[src/rtl/pll_reset_sequencer.sv]
// PLL reset sequencer: turns the asynchronous PLL lock flag into a clean
// synchronous system reset, a ready flag, a divided clock-enable tick and a
// saturating lock-loss counter, all in the PLL output clock domain.
//
// Ports:
//   i_clock            PLL output clock; all logic on its rising edge
//   i_reset            synchronous, active-high block reset
//   i_locked           PLL lock indication, asynchronous to i_clock
//   o_sys_reset        registered system reset, active high (low only in RUN)
//   o_ready            registered ready flag, high only in RUN
//   o_ce_tick          registered one-cycle enable pulse every CE_DIV RUN cycles
//   o_lock_loss_count  saturating count of lock losses seen while in RUN
//
// Parameters:
//   SYNC_STAGES    flops in the lock synchronizer chain (>=2)
//   STABLE_CYCLES  cycles lock must stay high before the reset hold (>=1)
//   HOLD_CYCLES    extra cycles the reset is held after lock is stable (>=1)
//   CE_DIV         o_ce_tick period in clock cycles (>=1)

module pll_reset_sequencer #(
    parameter int SYNC_STAGES   = 2,
    parameter int STABLE_CYCLES = 1024,
    parameter int HOLD_CYCLES   = 16,
    parameter int CE_DIV        = 120
) (
    input  logic       i_clock,
    input  logic       i_reset,
    input  logic       i_locked,
    output logic       o_sys_reset,
    output logic       o_ready,
    output logic       o_ce_tick,
    output logic [7:0] o_lock_loss_count
);

    // One counter serves both STABILIZE and HOLD, so it is sized for the
    // larger of the two terminal values.
    localparam int CNT_MAX = (STABLE_CYCLES > HOLD_CYCLES) ?
                             STABLE_CYCLES : HOLD_CYCLES;
    localparam int CNT_W   = (CNT_MAX > 1) ? $clog2(CNT_MAX) : 1;
    localparam int DIV_W   = (CE_DIV > 1) ? $clog2(CE_DIV) : 1;

    localparam logic [CNT_W-1:0] STAB_LAST = CNT_W'(STABLE_CYCLES - 1);
    localparam logic [CNT_W-1:0] HOLD_LAST = CNT_W'(HOLD_CYCLES - 1);
    localparam logic [DIV_W-1:0] DIV_LAST  = DIV_W'(CE_DIV - 1);

    typedef enum logic [1:0] {
        WAIT_LOCK = 2'd0,
        STABILIZE = 2'd1,
        HOLD      = 2'd2,
        RUN       = 2'd3
    } state_t;

    // ------------------------------------------------------------------
    // Registers
    // ------------------------------------------------------------------
    logic [SYNC_STAGES-1:0] r_sync;
    state_t                 r_state;
    logic [CNT_W-1:0]       r_cnt;
    logic [DIV_W-1:0]       r_div;
    logic                   r_sys_reset;
    logic                   r_ready;
    logic                   r_ce_tick;
    logic [7:0]             r_loss_cnt;

    // ------------------------------------------------------------------
    // Next-state wires
    // ------------------------------------------------------------------
    logic                   w_locked_s;
    state_t                 w_state_nxt;
    logic [CNT_W-1:0]       w_cnt_nxt;
    logic [DIV_W-1:0]       w_div_nxt;
    logic                   w_tick_nxt;
    logic                   w_loss_evt;
    logic [7:0]             w_loss_nxt;

    // Only the last synchronizer stage is ever looked at.
    assign w_locked_s = r_sync[SYNC_STAGES-1];

    // ------------------------------------------------------------------
    // Sequencing state machine: next state and shared cycle counter
    // ------------------------------------------------------------------
    always_comb begin
        w_state_nxt = r_state;
        w_cnt_nxt   = r_cnt;
        w_loss_evt  = 1'b0;

        unique case (r_state)
            WAIT_LOCK: begin
                if (w_locked_s) begin
                    w_state_nxt = STABILIZE;
                    w_cnt_nxt   = '0;
                end
            end

            STABILIZE: begin
                if (!w_locked_s) begin
                    w_state_nxt = WAIT_LOCK;
                    w_cnt_nxt   = '0;
                end else if (r_cnt == STAB_LAST) begin
                    w_state_nxt = HOLD;
                    w_cnt_nxt   = '0;
                end else begin
                    w_cnt_nxt   = r_cnt + 1'b1;
                end
            end

            HOLD: begin
                if (!w_locked_s) begin
                    w_state_nxt = WAIT_LOCK;
                    w_cnt_nxt   = '0;
                end else if (r_cnt == HOLD_LAST) begin
                    w_state_nxt = RUN;
                    w_cnt_nxt   = '0;
                end else begin
                    w_cnt_nxt   = r_cnt + 1'b1;
                end
            end

            RUN: begin
                // Only a loss from RUN counts; drops during the
                // qualification phases just restart the sequence.
                if (!w_locked_s) begin
                    w_state_nxt = WAIT_LOCK;
                    w_cnt_nxt   = '0;
                    w_loss_evt  = 1'b1;
                end
            end

            default: begin
                w_state_nxt = WAIT_LOCK;
                w_cnt_nxt   = '0;
            end
        endcase
    end

    // ------------------------------------------------------------------
    // Clock-enable divider
    // ------------------------------------------------------------------
    // r_div is held at 0 outside RUN, so the first RUN cycle is position 1
    // and the tick lands on RUN cycle CE_DIV. With CE_DIV=1 the compare is
    // always true and the tick stays high for all of RUN.
    always_comb begin
        w_div_nxt  = '0;
        w_tick_nxt = 1'b0;
        if (w_state_nxt == RUN) begin
            if (r_div == DIV_LAST) begin
                w_div_nxt  = '0;
                w_tick_nxt = 1'b1;
            end else begin
                w_div_nxt  = r_div + 1'b1;
            end
        end
    end

    // ------------------------------------------------------------------
    // Saturating lock-loss counter
    // ------------------------------------------------------------------
    always_comb begin
        w_loss_nxt = r_loss_cnt;
        if (w_loss_evt && (r_loss_cnt != 8'hFF)) begin
            w_loss_nxt = r_loss_cnt + 8'd1;
        end
    end

    // ------------------------------------------------------------------
    // State and registered outputs
    // ------------------------------------------------------------------
    // Outputs are decoded from the next state so they change on the same
    // edge as the state itself.
    always_ff @(posedge i_clock) begin
        if (i_reset) begin
            r_sync      <= '0;
            r_state     <= WAIT_LOCK;
            r_cnt       <= '0;
            r_div       <= '0;
            r_sys_reset <= 1'b1;
            r_ready     <= 1'b0;
            r_ce_tick   <= 1'b0;
            r_loss_cnt  <= 8'd0;
        end else begin
            r_sync      <= {r_sync[SYNC_STAGES-2:0], i_locked};
            r_state     <= w_state_nxt;
            r_cnt       <= w_cnt_nxt;
            r_div       <= w_div_nxt;
            r_sys_reset <= (w_state_nxt != RUN);
            r_ready     <= (w_state_nxt == RUN);
            r_ce_tick   <= w_tick_nxt;
            r_loss_cnt  <= w_loss_nxt;
        end
    end

    assign o_sys_reset       = r_sys_reset;
    assign o_ready           = r_ready;
    assign o_ce_tick         = r_ce_tick;
    assign o_lock_loss_count = r_loss_cnt;

endmodule

[config.mk]
export PLATFORM = sky130hd
export DESIGN_NAME = pll_reset_sequencer
export DESIGN_NICKNAME = d
export VERILOG_FILES = /design/src/rtl/pll_reset_sequencer.sv
export SDC_FILE = /design/constraint.sdc
export NUM_CORES = 1
export LEC_CHECK = 0
export CAP_MARGIN = 25
export CORE_UTILIZATION = 55
export DETAILED_ROUTE_END_ITERATION = 10
export GPL_ROUTABILITY_DRIVEN = 0
export GPL_TIMING_DRIVEN = 0
export MAX_ROUTING_LAYER = met4
export PLACE_DENSITY = 0.74
export SETUP_SLACK_MARGIN = 0.02
export SLEW_MARGIN = 20
export SYNTH_ARGS = -nofsm -noshare
export SYNTH_HDL_FRONTEND = slang
export SYNTH_SLANG_ARGS = --single-unit
[constraint.sdc]
create_clock -name i_clock -period 2.39 [get_ports i_clock]
set_input_delay 0.239 -clock i_clock [delete_from_list [all_inputs] [get_ports i_clock]]
set_output_delay 0.239 -clock i_clock [all_outputs]
set_load 0.005 [all_outputs]
==> impl_metrics.toml <==
[cts]
h-tree-depth = 2
clock_path_buffers = 2
cts_resized = 1
cts_hold_buf = 0
numCtsBuffers = 5
clock_latency_ns = 0.33
cts-root-buf = "clkbuf_4"
cts_setup_buffers = 0
cts.clk_slew.worst_paths_ns = 0.10
tritoncts = "done"
clock_sinks = 32

[power]
p_leak_nw = 0.669
seqPwrFrac_pct = 50.9
ir_drop_mv = 0.302
power_density_mw_per_mm2 = 523
power.internal_uw = 832
switching_share_pct = 21.3
clockPowerShare_pct = 44.4
p_total_mw = 1.06
combPwrFrac_pct = 4.7
p_sw_uw = 224

[synth]
synth_area_sq_mm = 0.00173
syn-instance-count = 196
yosys_warnings = 0
synthFlopType = "dfxtp_1"
synth.distinct_cells = 50
syn_nets = 207
ys_seq_area_share_pct = 36.9
synth-seq-cells = 32
synth_area_per_cell_sq_um = 8.85
synth_edf_count = 0
async_flop_share_pct = 0

[finish]
drive_gt1_share_pct = 11.1
syn_to_final_growth_pct = 16.5
insertedDiodeCount = 0
final_area_sq_mm = 0.00202
post_layout_nonfiller_instances = 261
num-nets-final = 227

[grt]
use_met1_pct = 28.9
grt_max_degree = 11
grt_pass1_vias = 1471
use_met2_pct = 41.5
met3_usage_pct = 4.91
gr-total-overflow = 0
antenna_found_initial = 0
grt.total_usage_pct = 25.0
top_usage_layer = "met2"
grt_first_pass_wirelength_mm = 6.29

[timing]
fin_crit_ns = 2.25
timing.hold.ws_ns = 0.447
finalMaxSlewViolations = 0
clock_skew_ns = 0.00486
hold_viol = 0
finalCritPeriodShare_pct = 94.3
max_slew_margin_pct = 40.7
setup_viol = 0
fin_tns_setup_ns = 0
worst_slew_pin_slew_ns = 0.878
rsz0062_at_grt = "no"
max_clock_freq_mhz = 444

[floorplan]
num_rows = 20
dieWidth_um = 58.2
io_pins = 14
initial_core_util_pct = 57.3
core_sq_mm = 0.00303
fp.dieArea_sq_mm = 0.00338
dieHeight_um = 58.2

[worst_setup_path]
critPathMaxFanout = 7
critical_path_arrival_ns = 2.49
crit_path_end_kind = "flip-flop"
cp_data_required_time_ns = 2.62
worstSetupPathType = "reg -> reg"
cp-start-kind = "flip-flop"

[routing]
wl_per_cell_um = 13.9
wirelength_mm = 3.63
drcViolationCount = 0
drt_iter0_markers = 113
antenna_left = 0
drtPass1Iterations = 4
vias = 1575
via_per_inst = 6.03

[status]
outcome = "finished, final reports clean"

[worst_hold_path]
hold_class = "reg -> reg"

[place]
dp.cells = 253
hpwl_mm = 2.62
port_buffers = 13
post_dp_cell_area_sq_mm = 0.00192

[flow_run]
drv_cap = 0
-- cells in the mapped netlist (3+ instances only) --
library cell / instances / area [sq um]
or3_1: 3 / 18.8
nand3_1: 5 / 25.0
inv_1: 11 / 41.3
a31o_2: 3 / 26.3
nor3_1: 7 / 35.0
a211oi_1: 4 / 30.0
xnor2_1: 7 / 61.3
a21oi_1: 5 / 25.0
nand2b_1: 6 / 37.5
nor2_1: 14 / 52.6
dfxtp_1: 32 / 641
o32ai_1: 4 / 35.0
nor4_1: 10 / 62.6
o21a_1: 3 / 22.5
mux2_2: 3 / 33.8
ha_1: 8 / 100
nand2_1: 15 / 56.3
nor2b_1: 3 / 18.8
clkbuf_1: 4 / 15.0
nand4_1: 5 / 31.3
o21ai_0: 3 / 15.0
-- path summary, 6_finish.rpt --
kind | from | to | slack (ns) | depth (start not counted)
min | r_sync[0] | r_sync[1] | 0.45 | 1
max | r_cnt[5] | r_cnt[7] | 0.14 | 4
max reg2reg | r_cnt[5] | r_cnt[7] | 0.14 | 4
min reg2reg | r_sync[0] | r_sync[1] | 0.45 | 1
-- critical path, stage by stage, from the launching register on --
cell and delay (ns):
dfxtp_1 0.37, or4_4 0.57, o41ai_1 0.80, o32ai_1 0.18
a31o_2 0.24
-- per-stage QoR --
step	utilization (%)	setup slack (ns)
after CTS	66.7	0.181
after detailed placement	63.4	-0.0856
after global placement	63.4	-0.0748
after global routing	66.7	0.0371
after floorplan	-	0.291
final	66.7	0.135
-- power by group through the flow --
stage	clock network, mW	registers (mW)	logic (mW)
2_1_floorplan	0	0.549	0.0348
4_1_cts	0.475	0.537	0.0495
3_5_place_dp	0	0.550	0.0488
3_3_place_gp	0	0.550	0.0469
6_report	0.469	0.537	0.0494
5_1_grt	0.497	0.538	0.0550
-- state kept, by name, indices dropped and copies added (netlist names) --
| name | cells |
|---|---|
| o_ce_tick | 1 |
| o_lock_loss_count | 8 |
| o_ready | 1 |
| o_sys_reset | 1 |
| r_cnt | 10 |
| r_div | 7 |
| r_state | 2 |
| r_sync | 2 |
-- cell families (layout without fill, tap and decap cells) --
family	after synthesis	count (layout)	share of synthesized area [%]
AO/OA/AOI/OAI	38	38	16.3
multiplexers	5	5	3.10
flip-flops	32	32	36.9
AND/OR/NAND/NOR	87	87	28.8
buffers and inverters	17	38	4.55
adder cells (fa/ha/maj)	8	8	5.77
XOR/XNOR	9	9	4.55
-- final cells by class --
| class | instances | area, sq um |
|---|---|---|
| plain buffers | 6 | 37.5 |
| clock buffers | 7 | 65.1 |
| clock inverters | 1 | 30.0 |
| fillers | 258 | 1010 |
| inverters | 11 | 41.3 |
| multi-input cells | 147 | 1020 |
| flip-flops and latches | 32 | 641 |
| well taps | 44 | 55.1 |
| repair buffers | 13 | 130 |
-- cells in the final DEF, fill, tap and decap left out, types with 3 or more instances in the layout --
cell type and instances:
a211oi_1 4, a21oi_1 5, a31o_2 3, clkbuf_1 4, clkbuf_4 5, clkdlybuf4s50_1 13, dfxtp_1 32, ha_1 8
inv_1 11, mux2_2 3, nand2_1 15, nand2b_1 6, nand3_1 5, nand4_1 5, nor2_1 14, nor2b_1 3
nor3_1 7, nor4_1 10, o21a_1 3, o21ai_0 3, o32ai_1 4, or3_1 3, xnor2_1 7
-- routing by layer --
metal / vias to the layer above / part of all wire (%)
li1: 770 / -
met1: 759 / 45
met2: 40 / 49
met3: 6 / 4.7
met4: 0 / 1.1
met5: - / 0
(Power assumes the default switching activity.)
